$ cat config.mk
export PLATFORM = sky130hd
export DESIGN_NAME = pc_fetch_unit
export DESIGN_NICKNAME = d
export VERILOG_FILES = /design/src/rtl/fetch_pkg.sv /design/src/rtl/pc_next_sel.sv /design/src/rtl/pc_fetch_unit.sv
export SDC_FILE = /design/constraint.sdc
export NUM_CORES = 1
export LEC_CHECK = 0
export CAP_MARGIN = 15
export CORE_MARGIN = 4
export CORE_UTILIZATION = 50
export DETAILED_ROUTE_END_ITERATION = 6
export GPL_TIMING_DRIVEN = 0
export PLACE_DENSITY = 0.94
export REMOVE_ABC_BUFFERS = 1
export SLEW_MARGIN = 20
export SYNTH_ARGS = -nofsm -noshare
export SYNTH_HDL_FRONTEND = slang
export SYNTH_HIERARCHICAL = 1
export SYNTH_SLANG_ARGS = --single-unit
$ cat constraint.sdc
create_clock -name clk -period 4.2 [get_ports clk]
set_clock_uncertainty 0.2 [all_clocks]
set_input_delay 0.42 -clock clk [delete_from_list [all_inputs] [get_ports clk]]
set_output_delay 0.42 -clock clk [all_outputs]
set_load 0.02 [all_outputs]
$ cat src/rtl/fetch_pkg.sv
// Shared types and defaults for the instruction-fetch front end.
// Holds the fetch FSM state encoding and the default parameter values.
package fetch_pkg;

  localparam int          XLEN_DEF     = 32;
  localparam logic [31:0] RESET_PC_DEF = 32'h0000_0000;
  localparam int          PC_STEP_DEF  = 4;

  typedef enum logic [1:0] {
    S_REQ  = 2'd0,
    S_WAIT = 2'd1,
    S_HOLD = 2'd2
  } fetch_state_e;

endpackage

$ cat src/rtl/pc_next_sel.sv
// Next-PC selection: taken-branch target has priority over the sequential step,
// otherwise the PC holds. Purely combinational.
module pc_next_sel
  import fetch_pkg::*;
#(
  parameter int XLEN    = XLEN_DEF,
  parameter int PC_STEP = PC_STEP_DEF
) (
  input  logic [XLEN-1:0] pc,
  input  logic            advance,
  input  logic            br_valid,
  input  logic            branch,
  input  logic            alu_zero,
  input  logic [XLEN-1:0] branch_pc,
  input  logic [XLEN-1:0] branch_offset,
  output logic            taken,
  output logic [XLEN-1:0] next_pc
);

  localparam logic [XLEN-1:0] STEP = XLEN'(PC_STEP);

  logic [XLEN-1:0] seq_pc_s;
  logic [XLEN-1:0] target_s;

  // Branch resolution and next-PC mux; additions wrap modulo 2^XLEN.
  always_comb begin
    taken    = br_valid & branch & alu_zero;
    seq_pc_s = pc + STEP;
    target_s = branch_pc + branch_offset;
    next_pc  = pc;
    if (taken) begin
      next_pc = target_s;
    end else if (advance) begin
      next_pc = seq_pc_s;
    end else begin
      next_pc = pc;
    end
  end

endmodule

$ cat src/rtl/pc_fetch_unit.sv
// Sequential instruction-fetch front end: owns the PC, issues one request at a
// time, buffers one instruction for decode and applies taken-branch redirects.
module pc_fetch_unit
  import fetch_pkg::*;
#(
  parameter int              XLEN     = XLEN_DEF,
  parameter logic [XLEN-1:0] RESET_PC = RESET_PC_DEF,
  parameter int              PC_STEP  = PC_STEP_DEF
) (
  input  logic            clk,
  input  logic            rst_n,
  input  logic            branch,
  input  logic            alu_zero,
  input  logic            br_valid,
  input  logic [XLEN-1:0] branch_pc,
  input  logic [XLEN-1:0] branch_offset,
  output logic            imem_req,
  output logic [XLEN-1:0] imem_addr,
  input  logic            imem_gnt,
  input  logic            imem_rvalid,
  input  logic [XLEN-1:0] imem_rdata,
  output logic            if_valid,
  output logic [XLEN-1:0] if_instr,
  output logic [XLEN-1:0] if_pc,
  input  logic            if_ready,
  output logic            redirect
);

  fetch_state_e    state_r;
  logic [XLEN-1:0] pc_r;
  logic            drop_r;
  logic            if_valid_r;
  logic [XLEN-1:0] if_instr_r;
  logic [XLEN-1:0] if_pc_r;
  logic            redirect_r;

  logic            taken_s;
  logic            advance_s;
  logic [XLEN-1:0] next_pc_s;

  // PC steps forward only when a good (non-discarded) response is captured.
  always_comb begin
    advance_s = 1'b0;
    if ((state_r == S_WAIT) && imem_rvalid && !drop_r) begin
      advance_s = 1'b1;
    end else begin
      advance_s = 1'b0;
    end
  end

  pc_next_sel #(
    .XLEN    (XLEN),
    .PC_STEP (PC_STEP)
  ) u_pc_next_sel (
    .pc            (pc_r),
    .advance       (advance_s),
    .br_valid      (br_valid),
    .branch        (branch),
    .alu_zero      (alu_zero),
    .branch_pc     (branch_pc),
    .branch_offset (branch_offset),
    .taken         (taken_s),
    .next_pc       (next_pc_s)
  );

  // Fetch FSM, PC register, instruction buffer and redirect pulse.
  always_ff @(posedge clk or negedge rst_n) begin
    if (!rst_n) begin
      state_r    <= S_REQ;
      pc_r       <= RESET_PC;
      drop_r     <= 1'b0;
      if_valid_r <= 1'b0;
      if_instr_r <= '0;
      if_pc_r    <= '0;
      redirect_r <= 1'b0;
    end else begin
      pc_r       <= next_pc_s;
      redirect_r <= taken_s;
      case (state_r)
        S_REQ: begin
          if (imem_gnt) begin
            // A redirect in the grant cycle makes the granted response stale.
            drop_r  <= taken_s;
            state_r <= S_WAIT;
          end else begin
            state_r <= S_REQ;
          end
        end
        S_WAIT: begin
          if (imem_rvalid) begin
            if (drop_r || taken_s) begin
              drop_r  <= 1'b0;
              state_r <= S_REQ;
            end else begin
              if_instr_r <= imem_rdata;
              if_pc_r    <= pc_r;
              if_valid_r <= 1'b1;
              state_r    <= S_HOLD;
            end
          end else if (taken_s) begin
            drop_r <= 1'b1;
          end else begin
            state_r <= S_WAIT;
          end
        end
        S_HOLD: begin
          if (if_ready || taken_s) begin
            if_valid_r <= 1'b0;
            state_r    <= S_REQ;
          end else begin
            state_r <= S_HOLD;
          end
        end
        default: begin
          drop_r     <= 1'b0;
          if_valid_r <= 1'b0;
          state_r    <= S_REQ;
        end
      endcase
    end
  end

  assign imem_req  = (state_r == S_REQ) && rst_n;
  assign imem_addr = pc_r;
  assign if_valid  = if_valid_r;
  assign if_instr  = if_instr_r;
  assign if_pc     = if_pc_r;
  assign redirect  = redirect_r;

endmodule

# Word-level counts from Yosys, hierarchy flattened
# Index checks and enable logic that the tools add are counted.
totals:
  register_bits: 101
  out_inout_bits: 99
  in_bits: 104
op_classes:
  n_mux: 18
  n_eq_ne: 9
  bitwise: 5
  n_reduce_logical: 11
  add_sub_neg: 2
op_table:
  columns: ["cell", "count"]
  rows:
  - ["32-bit 2-to-1 mux", 2]
  - ["32-bit by 3-bit adder with 32-bit output (second input constant)", 1]
  - ["32-bit adder", 1]
  - ["1-bit 2-to-1 mux", 9]
  - ["2-bit 2-to-1 mux", 4]
  - ["2-bit != test (second input constant)", 4]
  - ["4-bit AND reduction", 2]
  - ["3-bit != test (second input constant)", 2]
  - ["1-bit case mux with 3 select lines", 2]
  - ["2-bit case mux with 3 select lines", 1]
  - ["1-bit logical AND", 3]
  - ["3-bit by 2-bit != test with 1-bit output (second input constant)", 1]
  - ["1-bit NOT", 3]
  - ["3-bit AND reduction", 1]
  - ["1-bit AND", 2]
  - ["2-bit by 1-bit == test with 1-bit output (second input constant)", 1]
  - ["2-bit == test (second input constant)", 1]
  - ["2-bit logical NOT", 1]
  - ["1-bit logical OR", 2]
  - ["2-bit nonzero test", 1]
  - ["1-bit logical NOT", 1]

# Longest topological paths before layout
# Gate-level depths: netlist of the first run.
depth:
  depth_word: 6
  mapped_depth: 11
  depth_no_buf: 10

# Cells and area by module
# The synthesis of the first run kept the hierarchy.
by_module_without_submodules:
  columns: ["mod", "instances", "cells_per_inst", "area_per_inst_um2", "seq_area_each_um2"]
  rows:
  - ["pc_fetch_unit", 1, 193, 3469.6, 2527.4]
  - ["pc_next_sel", 1, 374, 2488.6, 0.0]

# Worst setup path before layout of the first run
# OpenSTA, ideal clock, no wires.
synth_timing:
  kind: "in2reg"
  start: "in branch_pc[0]"
  end: "reg pc_r[26], in the netlist imem_addr[26]"
  required_ns: 3.870
  cell_stages: 10
  path_slack_ns: 1.403
  arrival_ns: 2.467
  setup_time_ns: 0.130
  path_cell_list: "ha_1 > fa_1 > a211oi_1 > o211ai_1 > a41oi_1 > o21ai_2 > a31oi_1 > o21ai_1 > xnor2_1 > o21ai_1"
synth_via:
  elab_chain_len: 2
synth_rtl:
  columns: ["element", "line", "source"]
  rows:
  - ["from (decl)", "pc_fetch_unit.sv:15", "input logic [XLEN-1:0] branch_pc,"]
  - ["32-bit adder", "pc_next_sel.sv:29", "target_s = branch_pc + branch_offset;"]
  - ["32-bit 2-to-1 mux", "pc_next_sel.sv:31", "if (taken) begin"]
  - ["via next_pc_s[26]", "pc_fetch_unit.sv:39", "logic [XLEN-1:0] next_pc_s;"]
  - ["to (signal assigned)", "pc_fetch_unit.sv:77", "pc_r <= next_pc_s;"]
  - ["to (decl)", "pc_fetch_unit.sv:30", "logic [XLEN-1:0] pc_r;"]
# The timed path passes the listed nets, and every way through them passes these cells.
# A chain may end at the register's enable or synchronous reset.

# Worst setup path after layout of the first run
layout_timing:
  start: "in br_valid"
  end: "reg if_pc_r[26], in the netlist if_pc[26]"
layout_via:
  elab_chain_len: 5
layout_rtl:
  columns: ["element", "line", "source"]
  rows:
  - ["from (decl)", "pc_fetch_unit.sv:14", "input logic br_valid,"]
  - ["1-bit AND (2 in a row)", "pc_next_sel.sv:27", "taken = br_valid & branch & alu_zero;"]
  - ["via taken_s", "pc_fetch_unit.sv:37", "logic taken_s;"]
  - ["1-bit logical OR", "pc_fetch_unit.sv:91", "if (drop_r || taken_s) begin"]
  - ["1-bit NOT (no line)", null, null]
  - ["3-bit AND reduction (no line)", null, null]
  - ["to (signal assigned)", "pc_fetch_unit.sv:96", "if_pc_r <= pc_r;"]
  - ["to (decl)", "pc_fetch_unit.sv:34", "logic [XLEN-1:0] if_pc_r;"]
# The timed path passes the listed nets, and every way through them passes these cells.

==> results of run 1 <==
-- layer usage --
metal	up-vias	routed length, um	global-route usage, %
li1	2457	-	-
met1	2490	6870	28.9
met2	225	8460	42.1
met3	30	881	2.83
met4	0	376	10.2
met5	-	0	0
-- layout by cell type (no fill, tap or decap), types with 3 or more instances in the layout --
cell,netlist,layout
nor2_1,26,26
mux2_1,52,52
o21ai_1,10,10
nand2_1,63,63
o21a_1,3,3
clkbuf_16,0,9
ha_1,32,32
nand2b_1,4,4
buf_8,0,3
a21o_1,17,17
and4_1,7,7
a21oi_1,39,39
and3_1,7,7
o21ai_0,31,31
inv_1,3,3
mux2_2,13,13
a31oi_1,5,5
nand3_1,15,14
dfrtp_1,101,101
xnor2_1,39,39
clkdlybuf4s50_1,0,201
o21bai_1,4,4
or3_1,3,3
nand4_1,11,11
xor2_1,18,18
o211ai_1,3,3
and2_1,4,4
-- where the power goes --
group | total (mW) | internal, mW | switching (mW) | leakage, nW
logic | 2.42 | 1.24 | 1.18 | 2.20
clock network | 0.894 | 0.553 | 0.341 | 0.163
registers | 1.72 | 1.38 | 0.341 | 1.23
total | 5.03 | 3.17 | 1.86 | 3.60
-- flip-flops by register name, summed over array words and instances (netlist names) --
signal	count
if_instr	32
if_pc	32
imem_addr	32
state_r	2
drop_r	1
if_valid	1
redirect	1
-- area by class of cell --
type / instances / area [um2] / share of cell area (%)
Inverter: 3 / 11.3 / 0.133
Timing Repair Buffer: 208 / 2130 / 25.2
Tap cell: 143 / 179 / 2.11
Multi-Input combinational cell: 443 / 3300 / 38.9
Clock buffer: 12 / 256 / 3.03
Clock inverter: 4 / 70.1 / 0.826
Sequential cell: 101 / 2530 / 29.8
-- metrics by stage --
step,hold WS (ns),area [um2],util [%]
after global placement,0.266,8040,69.5
after global routing,0.304,8480,73.3
after floorplan,-0.0756,5830,-
after detailed placement,0.0940,8140,70.4
after CTS,0.289,8480,73.3
final,0.284,8480,73.3
-- repair_timing --
| action | CTS | global route |
|---|---|---|
| hold buffers | 1 | 0 |
| endpoints found under the setup margin | 0 | 0 |
| gates resized for setup | 0 | 0 |
| endpoints found under the hold margin | 24 | 0 |
-- logic make-up (layout without fill, tap and decap cells) --
family | count (synthesis) | in the layout | synth area share [%]
buf+inv | 23 | 227 | 2.27
fa+ha+maj | 33 | 33 | 7.06
mux | 67 | 67 | 12.6
flops | 101 | 101 | 42.4
compound gates | 133 | 133 | 14.2
xor+xnor | 57 | 57 | 8.38
simple gates | 153 | 153 | 13.0
-- critical path, delay by kind of cell --
family / cells / cell delay [ns]
and+or+nand+nor: 2 / 1.36
muxes: 1 / 0.34
buffers and inverters: 5 / 1.66
-- how the worst max path moves through the flow --
stage                  start           end  slack, ns  depth (start not counted)
finish              br_valid     if_pc[26]       0.40                          8
global route        br_valid     if_pc[26]       0.15                          8
CTS                 br_valid     if_pc[26]       0.41                          8
floorplan           br_valid  if_instr[31]      -0.03                          4
global placement    br_valid     if_pc[31]      -1.56                          5
detailed placement  br_valid     if_pc[26]       0.09                          8
==> impl_metrics.ini, run 1 <==
[status]
status = finished clean

[floorplan]
die_area_mm2 = 0.0137
die_height_um = 117
initial_utilization_pct = 51.5
rows = 39
core_area_mm2 = 0.0116
die_x_um = 117
io_pins = 203

[power_and_ir_drop]
ir_drop_mv = 0.260
power_density_mw_per_mm2 = 593
power_mw = 5.03
leakagePower_nw = 3.60

[global_route]
antenna_found_initial = 0
grt_pass1_vias = 5327
grt_usage_pct = 23.7
grt_overflow = 0
grt_max_degree = 79
grt_pass1_wl_um = 25900

[cells_and_area]
final_cells = 914
antenna_cells = 0
drive_above_1_share_pct = 6.10
syn_to_final_growth_pct = 42.3
fin_nets = 903
n_fill_cell = 746

[cts]
cts_htree_levels = 3
cts_setup_buffers = 0
cts_made_buffers = 9
root_buffer = clkbuf_16
cts.clk_slew.worst_paths_ns = 0.06
clk_latency_ns = 0.33
cts.sinks = 101
clockBufferDepth = 2
cts_tree = yes

[route]
wl_um = 16600
postRouteAntennaNets = 0
drt_iter0_markers = 415
vias = 5202
drc = 0
vias_per_cell = 5.69
drtPass1Iterations = 5
wire_per_inst_um = 18.1

[setup_path]
arrival_ns = 3.81
path_cells = clkdlybuf4s50_1, nand3_2, inv_1, nor3_4, buf_8, buf_8, buf_8, mux2_1
critPathMaxStageDelay_ns = 0.82
r2r_end = imem_addr[31]
criticalPathCategory = input pin to flip-flop
cp-end-kind = flip-flop
path_max_fanout = 43
crit_required_ns = 4.21
ff2ff_path_depth = 10
cpMostUsedCell = buf_8
reg2reg_from = state_r[1]
slowest_stage = nor3_4
r2r_setup_slack_ns = 1.02
cp-start-kind = input pin

[synthesis]
synth_edf_count = 0
ys.flop_type = dfrtp_1
synth-seq-cells = 101
synthTopCellsByCount = 101 x dfrtp_1, 63 x nand2_1, 52 x mux2_1
yosys_warnings = 6
ys_top_cells_by_area = dfrtp_1 42%, mux2_1 9.8%, ha_1 6.7%, xnor2_1 5.7%, nand2_1 4.0%
synthCells = 567
ys_types = 60
synth_top_cell_area_share_pct = 42.4
avgSynthCellArea_um2 = 10.5
synthMostInstantiatedCell = dfrtp_1
async_reset_ff_share_pct = 100
post-synth-top-area-cell = dfrtp_1
syn_area_mm2 = 0.00596
ys_seq_area_share_pct = 42.4

[placement]
pre_cts_slack_ns = 0.0873
dp.cells = 897
gp_congestion = 0.928
dp_hpwl_um = 12800
portBuffers = 202

[sta]
rsz0062_at_grt = false
period_share_pct = 90.6
tns_ns = 0
period_needed_ns = 3.80
tightest_slew_ns = 0.964
finalHoldViolations = 0
fmax_mhz = 263
relSlewSlack_pct = 35.6
final-setup-viol-count = 0
setup_slack_ns = 0.395
drv_slew = 0

[job]
maxCapViolations = 0

[hold_path]
hp-class = flip-flop to flip-flop
hp-start = if_instr[0]
min_path_cells = 1
whs_endpoint = if_instr[0]
Note: power is estimated with default switching activity, not from simulation.
==> run 2: changes to the inputs <==
--- a/config.mk
+++ b/config.mk
@@ -5,12 +5,12 @@
 export SDC_FILE = /design/constraint.sdc
 export NUM_CORES = 1
 export LEC_CHECK = 0
+export ABC_AREA = 1
 export CAP_MARGIN = 15
 export CORE_MARGIN = 4
-export CORE_UTILIZATION = 50
+export CORE_UTILIZATION = 53
 export DETAILED_ROUTE_END_ITERATION = 6
-export GPL_TIMING_DRIVEN = 0
-export PLACE_DENSITY = 0.94
+export PLACE_DENSITY = 0.95
 export REMOVE_ABC_BUFFERS = 1
 export SLEW_MARGIN = 20
 export SYNTH_ARGS = -nofsm -noshare
==> run 2 against run 1 <==
Global-route usage up 4.3 points; final area up 12%; via count rose by 50%; utilization is 1.0 points lower; critical path depth decreased by 3; sequential power about the same; largest cell class unchanged; total power increased by 1.2%; count of clock-buffer cells in the layout is the same; combinational power increased by 8.3%; register-to-register slack improved by 0.79 ns.
==> impl_metrics.ini, run 2 <==
[status]
status = finished clean

[setup_path]
criticalPathCategory = input pin to primary output
ff2ff_path_depth = 10
cp-end-kind = primary output
cp-start-kind = input pin
reg2reg_from = state_r[1]
arrival_ns = 2.06
r2r_setup_slack_ns = 1.81
crit_required_ns = 3.58
r2r_end = imem_addr[24]
path_max_fanout = 23

[cts]
cts_made_buffers = 9
cts_tree = yes
cts.sinks = 101
root_buffer = clkbuf_16
hold_buffers = 1
cts.clk_slew.worst_paths_ns = 0.06
cts_setup_buffers = 0
cts_htree_levels = 3
cts_resized = 0
clockBufferDepth = 2
clk_latency_ns = 0.34

[power_and_ir_drop]
ir_drop_mv = 0.276
power_density_mw_per_mm2 = 534
leakagePower_nw = 4.93

[route]
postRouteAntennaNets = 0
drtPass1Iterations = 6
drt_iter0_markers = 717
drc = 0
wl_um = 21500
wire_per_inst_um = 14.7
vias_per_cell = 5.34
vias = 7797

[floorplan]
io_pins = 203
initial_utilization_pct = 53.9
core_area_mm2 = 0.0132
die_height_um = 124
die_area_mm2 = 0.0153
rows = 42
die_x_um = 124

[cells_and_area]
layout_commonest_cell = nand2_1
final_cell_mix = 443 x nand2_1, 201 x clkdlybuf4s50_1, 135 x inv_1, 127 x nand3_1, 101 x dfrtp_1
drive_above_1_share_pct = 3.89
syn_to_final_growth_pct = 34.0
antenna_cells = 0
fin_nets = 1417

[job]
maxCapViolations = 0

[global_route]
grt_overflow = 0
antenna_found_initial = 0
grt_pass1_vias = 7319
grt_pass1_wl_um = 34300
grt_max_degree = 81
grt_usage_pct = 28.0

[sta]
drv_slew = 0
setup_slack_ns = 1.52
fmax_mhz = 373
period_needed_ns = 2.68
period_share_pct = 63.8
relSlewSlack_pct = 33.0
finalHoldViolations = 0
rsz0062_at_grt = false
tightest_slew_ns = 1.00
final-setup-viol-count = 0
tns_ns = 0

[hold_path]
min_path_cells = 2
hp-class = flip-flop to flip-flop
whs_endpoint = if_instr[8]
hp-start = if_instr[8]

[synthesis]
synth-seq-cells = 101
synthCells = 1088
synth_top_cell_area_share_pct = 35.5
synthTopCellsByCount = 444 x nand2_1, 135 x inv_1, 127 x nand3_1
synthMostInstantiatedCell = nand2_1
avgSynthCellArea_um2 = 6.54
async_reset_ff_share_pct = 100
syn_area_mm2 = 0.00712
ys_seq_area_share_pct = 35.5
ys.flop_type = dfrtp_1
ys_types = 35
ys_top_cells_by_area = dfrtp_1 36%, nand2_1 23%, nand3_1 8.9%, inv_1 7.1%, ha_1 5.6%
yosys_warnings = 6
post-synth-top-area-cell = dfrtp_1
synth_edf_count = 0

[placement]
portBuffers = 202
pre_cts_slack_ns = 1.40
dp_hpwl_um = 16300
gp_congestion = 0.923
## run 2: cell families (layout without fill, tap and decap cells)
family / after synthesis / in the layout / share of synthesized area, %
AO/OA/AOI/OAI: 70 / 70 / 5.35
AND/OR/NAND/NOR: 691 / 691 / 40.7
flip-flops: 101 / 101 / 35.5
buffers and inverters: 171 / 368 / 9.79
adder cells (fa/ha/maj): 33 / 33 / 5.91
XOR/XNOR: 22 / 22 / 2.71
## run 2: cell type report
| class | instances | area, um2 |
|---|---|---|
| Fill cell | 1017 | 3650 |
| Clock buffer | 12 | 246 |
| Inverter | 143 | 537 |
| Tap cell | 176 | 220 |
| Multi-Input combinational cell | 816 | 3910 |
| Clock inverter | 4 | 23.8 |
| Timing Repair Buffer | 209 | 2070 |
| Sequential cell | 101 | 2530 |
## run 2: worst max path at each step
stage	startpoint	endpoint	slack, ns	cells past startpoint
6_report	rst_n	imem_req	1.52	5
5_1_grt	rst_n	imem_req	1.47	5
4_1_cts	rst_n	imem_req	1.51	5
3_5_place_dp	imem_rvalid	imem_addr[30]	1.40	13
3_3_place_gp	imem_rvalid	imem_addr[29]	1.43	13
2_1_floorplan	br_valid	if_instr[0]	-2.07	8
## run 2: layer usage
| metal | track usage (%) | routed length [um] | vias to the layer above |
|---|---|---|---|
| met5 | 0 | 0 | - |
| met4 | 10.1 | 524 | 0 |
| met3 | 4.68 | 1970 | 52 |
| met2 | 49.6 | 10400 | 413 |
| met1 | 34.3 | 8580 | 3538 |
| li1 | - | - | 3794 |
## run 2: through the flow
stage	utilization [%]	power, mW	hold slack, ns	instances	area [um2]
after floorplan	-	3.03	-0.0756	1060	6960
final	72.3	5.09	0.272	1461	9540
after global routing	72.3	5.40	0.288	1461	9540
after global placement	70.1	4.21	0.135	1444	9250
after detailed placement	70.2	4.30	0.128	1444	9260
after CTS	72.3	5.08	0.273	1461	9540
## run 2: where the power goes
group / internal, mW / switching (mW)
Combinational: 1.10 / 1.52
Sequential: 1.36 / 0.351
Clock: 0.416 / 0.342
## run 2: worst max-delay path, cell delays in order
cell             delay, ns
dlygate4sd3_1         0.54
buf_4                 0.29
inv_1                 0.07
nor2_1                0.10
clkdlybuf4s50_1       0.62
